==> src/rtl/multi_rate_divider_pkg.sv <==
`default_nettype none
// ============================================================================
// multi_rate_divider_pkg : shared constants and (D,H) clamp helpers
// Rev 1.0
// ============================================================================
package multi_rate_divider_pkg;

  localparam int DIV_MIN     = 2;
  localparam int N_CH_DEF    = 3;
  localparam int CNT_W_DEF   = 16;
  localparam int DIV_RST_DEF = 2500;

  // Helpers work on 32-bit values; callers zero-extend and truncate back.
  function automatic logic [31:0] clamp_div(input logic [31:0] d);
    return (d < 32'(DIV_MIN)) ? 32'(DIV_MIN) : d;
  endfunction

  function automatic logic [31:0] clamp_high(input logic [31:0] d,
                                             input logic [31:0] h);
    logic [31:0] dc;
    dc = clamp_div(d);
    return (h > dc) ? dc : h;
  endfunction

endpackage
`default_nettype wire

==> src/rtl/divider_channel.sv <==
`default_nettype none
// ============================================================================
// divider_channel : one counter with active/shadow (D,H), pending flag, output
// Rev 1.0
// ============================================================================
module divider_channel
  import multi_rate_divider_pkg::*;
#(
  parameter int CNT_W   = CNT_W_DEF,
  parameter int DIV_RST = DIV_RST_DEF
) (
  input  logic             clk_in,
  input  logic             rst,
  input  logic             en,
  input  logic             resync,
  input  logic             wr_i,
  input  logic [CNT_W-1:0] wr_div_i,
  input  logic [CNT_W-1:0] wr_high_i,
  output logic             pending_o,
  output logic             clk_out_o,
  output logic             tick_o
);

  localparam logic [CNT_W-1:0] c_DIV_RST  = CNT_W'(DIV_RST);
  localparam logic [CNT_W-1:0] c_HIGH_RST = CNT_W'(DIV_RST / 2);
  localparam logic [CNT_W-1:0] c_ONE      = CNT_W'(1);

  logic [CNT_W-1:0] cnt_q,   cnt_d;
  logic [CNT_W-1:0] div_q,   div_d;
  logic [CNT_W-1:0] high_q,  high_d;
  logic [CNT_W-1:0] sdiv_q,  sdiv_d;
  logic [CNT_W-1:0] shigh_q, shigh_d;
  logic             pend_q,  pend_d;
  logic             clk_q,   clk_d;
  logic             w_wrap;

  assign w_wrap    = (cnt_q == (div_q - c_ONE));
  assign tick_o    = en & w_wrap & ~rst;
  assign pending_o = pend_q;
  assign clk_out_o = clk_q;

  always_comb begin
    cnt_d   = cnt_q;
    div_d   = div_q;
    high_d  = high_q;
    sdiv_d  = sdiv_q;
    shigh_d = shigh_q;
    pend_d  = pend_q;

    if (resync || (en && w_wrap)) begin
      cnt_d = '0;
      if (pend_q) begin
        div_d  = sdiv_q;
        high_d = shigh_q;
      end
      pend_d = 1'b0;
    end else if (en) begin
      cnt_d = cnt_q + c_ONE;
    end

    // A write on a wrap/resync edge lands in the shadow only, so it waits a full period.
    if (wr_i) begin
      sdiv_d  = CNT_W'(clamp_div(32'(wr_div_i)));
      shigh_d = CNT_W'(clamp_high(32'(wr_div_i), 32'(wr_high_i)));
      pend_d  = 1'b1;
    end

    // Output is computed from the next-state values so it moves with the counter.
    clk_d = (cnt_d >= (div_d - high_d));
  end

  always_ff @(posedge clk_in) begin
    if (rst) begin
      cnt_q   <= '0;
      div_q   <= c_DIV_RST;
      high_q  <= c_HIGH_RST;
      sdiv_q  <= c_DIV_RST;
      shigh_q <= c_HIGH_RST;
      pend_q  <= 1'b0;
      clk_q   <= 1'b0;
    end else begin
      cnt_q   <= cnt_d;
      div_q   <= div_d;
      high_q  <= high_d;
      sdiv_q  <= sdiv_d;
      shigh_q <= shigh_d;
      pend_q  <= pend_d;
      clk_q   <= clk_d;
    end
  end

endmodule
`default_nettype wire

==> src/rtl/multi_rate_divider.sv <==
`default_nettype none
// ============================================================================
// multi_rate_divider : N_CH programmable clock dividers with shared config port
// Rev 1.0
// ============================================================================
module multi_rate_divider
  import multi_rate_divider_pkg::*;
#(
  parameter  int N_CH    = N_CH_DEF,
  parameter  int CNT_W   = CNT_W_DEF,
  parameter  int DIV_RST = DIV_RST_DEF,
  localparam int CH_W    = (N_CH > 1) ? $clog2(N_CH) : 1
) (
  input  logic             clk_in,
  input  logic             rst,
  input  logic             en,
  input  logic             resync,
  input  logic             cfg_valid,
  output logic             cfg_ready,
  input  logic [CH_W-1:0]  cfg_ch,
  input  logic [CNT_W-1:0] cfg_div,
  input  logic [CNT_W-1:0] cfg_high,
  output logic [N_CH-1:0]  clk_out,
  output logic [N_CH-1:0]  tick
);

  logic [N_CH-1:0] w_pend;
  logic [N_CH-1:0] w_wr;

  // Out-of-range channel indices stay ready so their writes are accepted and dropped.
  always_comb begin
    cfg_ready = 1'b1;
    for (int i = 0; i < N_CH; i++) begin
      if (cfg_ch == CH_W'(i)) begin
        cfg_ready = ~w_pend[i];
      end
    end
    if (rst) begin
      cfg_ready = 1'b1;
    end
  end

  generate
    for (genvar i = 0; i < N_CH; i++) begin : g_ch
      assign w_wr[i] = cfg_valid & cfg_ready & (cfg_ch == CH_W'(i));

      divider_channel #(
        .CNT_W   (CNT_W),
        .DIV_RST (DIV_RST)
      ) u_ch (
        .clk_in    (clk_in),
        .rst       (rst),
        .en        (en),
        .resync    (resync),
        .wr_i      (w_wr[i]),
        .wr_div_i  (cfg_div),
        .wr_high_i (cfg_high),
        .pending_o (w_pend[i]),
        .clk_out_o (clk_out[i]),
        .tick_o    (tick[i])
      );
    end
  endgenerate

endmodule
`default_nettype wire

==> config.mk <==
export PLATFORM = sky130hd
export DESIGN_NAME = multi_rate_divider
export DESIGN_NICKNAME = d
export VERILOG_FILES = /design/src/rtl/multi_rate_divider_pkg.sv /design/src/rtl/divider_channel.sv /design/src/rtl/multi_rate_divider.sv
export SDC_FILE = /design/constraint.sdc
export NUM_CORES = 1
export LEC_CHECK = 0
export CAP_MARGIN = 5
export CORE_UTILIZATION = 45
export DETAILED_ROUTE_END_ITERATION = 8
export GPL_TIMING_DRIVEN = 0
export SLEW_MARGIN = 25
export SYNTH_ARGS = -nofsm -noshare
export SYNTH_HDL_FRONTEND = slang
export SYNTH_SLANG_ARGS = --single-unit
==> constraint.sdc <==
create_clock -name clk_in -period 13.35 [get_ports clk_in]
set_input_delay 4.005 -clock clk_in [delete_from_list [all_inputs] [get_ports clk_in]]
set_output_delay 4.005 -clock clk_in [all_outputs]
set_load 0.03 [all_outputs]
==> impl_results.md <==
- Outcome: finished, final reports clean
- Worst-Margin Slew: a little under 1 ns
- Post-synth top area cell: dfxtp_1
- Setup bufs post-CTS: 0
- Initial antenna violation count: 1
- TritonCTS clock tree: built
- Setup TNS: 0 ns
- Core outline area: 31600 um^2
- Skew final: about 0.011 ns
- Area after DPL: between 15000 and 20000 um^2
- R2R depth: 26
- H-tree levels: 1
- Slew headroom: approximately a third
- Area growth, synth to finish: 13.4%
- GRT overflow: 0
- Ys async rst share: 0%
- Starting density of the core: 45.9%
- Skew-Pair Late Insertion Delay: approximately 0.55 ns
- Final ANT Viol Nets: 0
- RR Endpoint: g_ch[2].u_ch.clk_out_o$_SDFF_PP0_
- Worst hold path stage count: 2
- Post-CTS Resized: 0
- Ys flop type: dfxtp_1
- Routed WL: ~42000 um
- Tcrit/Tclk final: ~80%
- Post-DP HPWL: approximately 33000 um
- Clock buffer depth: 3
- Sequential area share after synthesis: 33.9%
- Routed via count: 12339
- Worst Path Max Fanout: 10
- Leakage: around 6.7 nW
- Synth Area per Inst: around 8.6 um^2
- Netlist cell types: 82
- Via density per instance: about 5.6
- Final Max Tran Viols: 0
- Yosys warnings: 0
- Peak VDD IR: around 0.000089 V
- Routed wire per std cell: 19.2 um
- Vias in the first global route: 11645
- Cts hold-fix bufs: 0
- Cells after synthesis: approximately 1700
- Flop2flop setup slack: 5.50 ns
- CP startpoint kind: primary input
- Reg2Reg Launch Point: g_ch[2].u_ch.div_q[3]$_SDFF_PP0_
- CTS root buf: clkbuf_16
- Tot GR Track Use: about a quarter
- Drt drc: 0
- Commonest cells in the netlist: dfxtp_1, nor2_1, nand2_1, ha_1, a21oi_1
- Net count after synthesis: about 1900
- Top cells by area, synth: dfxtp_1, ha_1, nor2_1
- Final net count: a little under 2000
- # port buffers: 43
- Final instance area: 16500 um^2
- Fmax: approximately 90 MHz
- RSZ-0062 raised after global routing: no
- Final setup viols: 0
- Minimum clock period: around 11 ns
- Synth top area share: between 30% and 40%
- Clock slew at reported path FFs: 0.06 ns
- Final Hold Viols: 0
- GP Congestion: between 0.8 and 0.9
- Setup CP Type: primary input to output pin
- Critical Path RT: 9.34 ns
- Layout cells sized above 1: 5.14%
- Pwr per Cell Area: between 100 and 150 nW/um^2
- Fillers: between 3000 and 4000
- Initial drt markers: approximately 980
- Post-synthesis cell area: roughly 15000 um^2
- Die X: 182 um
- Top-count cell post-synth: dfxtp_1
- CP endpoint kind: output pin
- Ports: 46
- Total CTS buffers: 28
- Flops & latches, synth: 246
- Max-Cap Viols: 0
- FP Rows: 65
- Hold Crit Class: register to register
- Pin count of the biggest net entering global routing: 14
- DIE AREA: 33000 um^2
- Clock sinks: 246
- Worst hold endpoint: g_ch[2].u_ch.sdiv_q[14]$_SDFFE_PP0P_
- Post-synth EDFFs: 0
- Worst EP arrival: between 6 and 7 ns
- Hold Startpoint: g_ch[2].u_ch.sdiv_q[14]$_SDFFE_PP0P_
- First-pass GRT wire length: between 60000 and 70000 um
- # diodes: 0
- Total iterations of the first detailed-routing run: 7
- Die Y: 182 um
-- worst max-delay path, stage by stage --
cell             delay (ns)
clkbuf_1               0.54
o2111ai_1              0.24
nor3_1                 0.24
o2111ai_1              0.22
nor3b_1                0.23
nand3b_1               0.31
nor2_1                 0.27
buf_4                  0.14
clkdlybuf4s50_1        0.65
-- layout make-up --
cell class	instances	area [um^2]	share of cell area (%)
plain buffers	84	389	2.36
inverters	51	191	1.16
clock inverters	13	189	1.15
clock buffers	38	830	5.04
repair buffers	43	430	2.61
flip-flops and latches	246	4920	29.9
multi-input cells	1315	9010	54.7
well taps	402	503	3.05
-- worst max path at each step --
stage                     from      end  slack (ns)
after detailed placement    en  tick[0]        2.50
final                       en  tick[0]        2.50
after global placement      en  tick[0]        2.51
after CTS                   en  tick[0]        2.49
after global routing        en  tick[0]        2.35
after floorplan             en  tick[0]        3.98
-- cell families (layout without fill, tap and decap cells) --
kind of cell	count (synthesis)	in the layout	share of synthesized area [%]
and+or+nand+nor	656	656	21.8
AOI/OAI and AO/OA	294	294	13.5
DFF	246	246	33.9
xor gates and xnor gates	140	140	8.44
buffers and inverters	135	229	4.00
adders and majority gates	119	119	10.4
muxes	106	106	7.92
-- through the flow --
stage / power (mW) / setup slack (ns) / utilization [%] / instances / hold WS [ns]
2_1_floorplan: 0.866 / 3.98 / - / 1696 / 0.432
5_1_grt: 1.81 / 2.35 / 52.1 / 2192 / 0.475
6_report: 1.76 / 2.50 / 52.1 / 2192 / 0.457
4_1_cts: 1.77 / 2.49 / 52.1 / 2192 / 0.458
3_5_place_dp: 0.931 / 2.50 / 48.8 / 2141 / 0.450
3_3_place_gp: 0.929 / 2.51 / 48.8 / 2141 / 0.446
-- flip-flops by register name (all words and copies together), names as in the netlist --
register and cells:
g_ch.u_ch.pending_o 3, g_ch.u_ch.shigh_q 48, g_ch.u_ch.clk_out_o 3, g_ch.u_ch.div_q 48
g_ch.u_ch.cnt_q 48, g_ch.u_ch.high_q 48, g_ch.u_ch.sdiv_q 48
-- where the power goes --
group / switching [mW] / internal, mW
Sequential: 0.0124 / 0.750
Clock: 0.328 / 0.513
Combinational: 0.102 / 0.0537
-- cell usage in the layout (no fill, tap or decap), types with 12 or more instances in the layout --
cell	n
xor2_1	71
nor3_1	46
a211oi_1	40
a21o_1	15
and3_1	17
and2_1	36
nor2_1	218
ha_1	115
nand3_1	36
o21ai_0	35
mux2i_1	62
xnor2_1	69
nand2b_1	43
nand4_1	15
mux2_1	34
clkbuf_1	67
clkdlybuf4s50_1	43
or3_1	12
dfxtp_1	246
inv_1	49
nand2_1	157
o211ai_1	35
nor2b_1	17
clkbuf_16	29
nor4_1	16
a21oi_1	99
-- routing by layer --
metal	wire [um]	GRT usage (%)	up-vias
li1	-	-	6121
met1	20700	37.0	5869
met2	17900	39.6	281
met3	2410	4.13	68
met4	1140	7.29	0
met5	0	0	-
(Power assumes the default switching activity.)
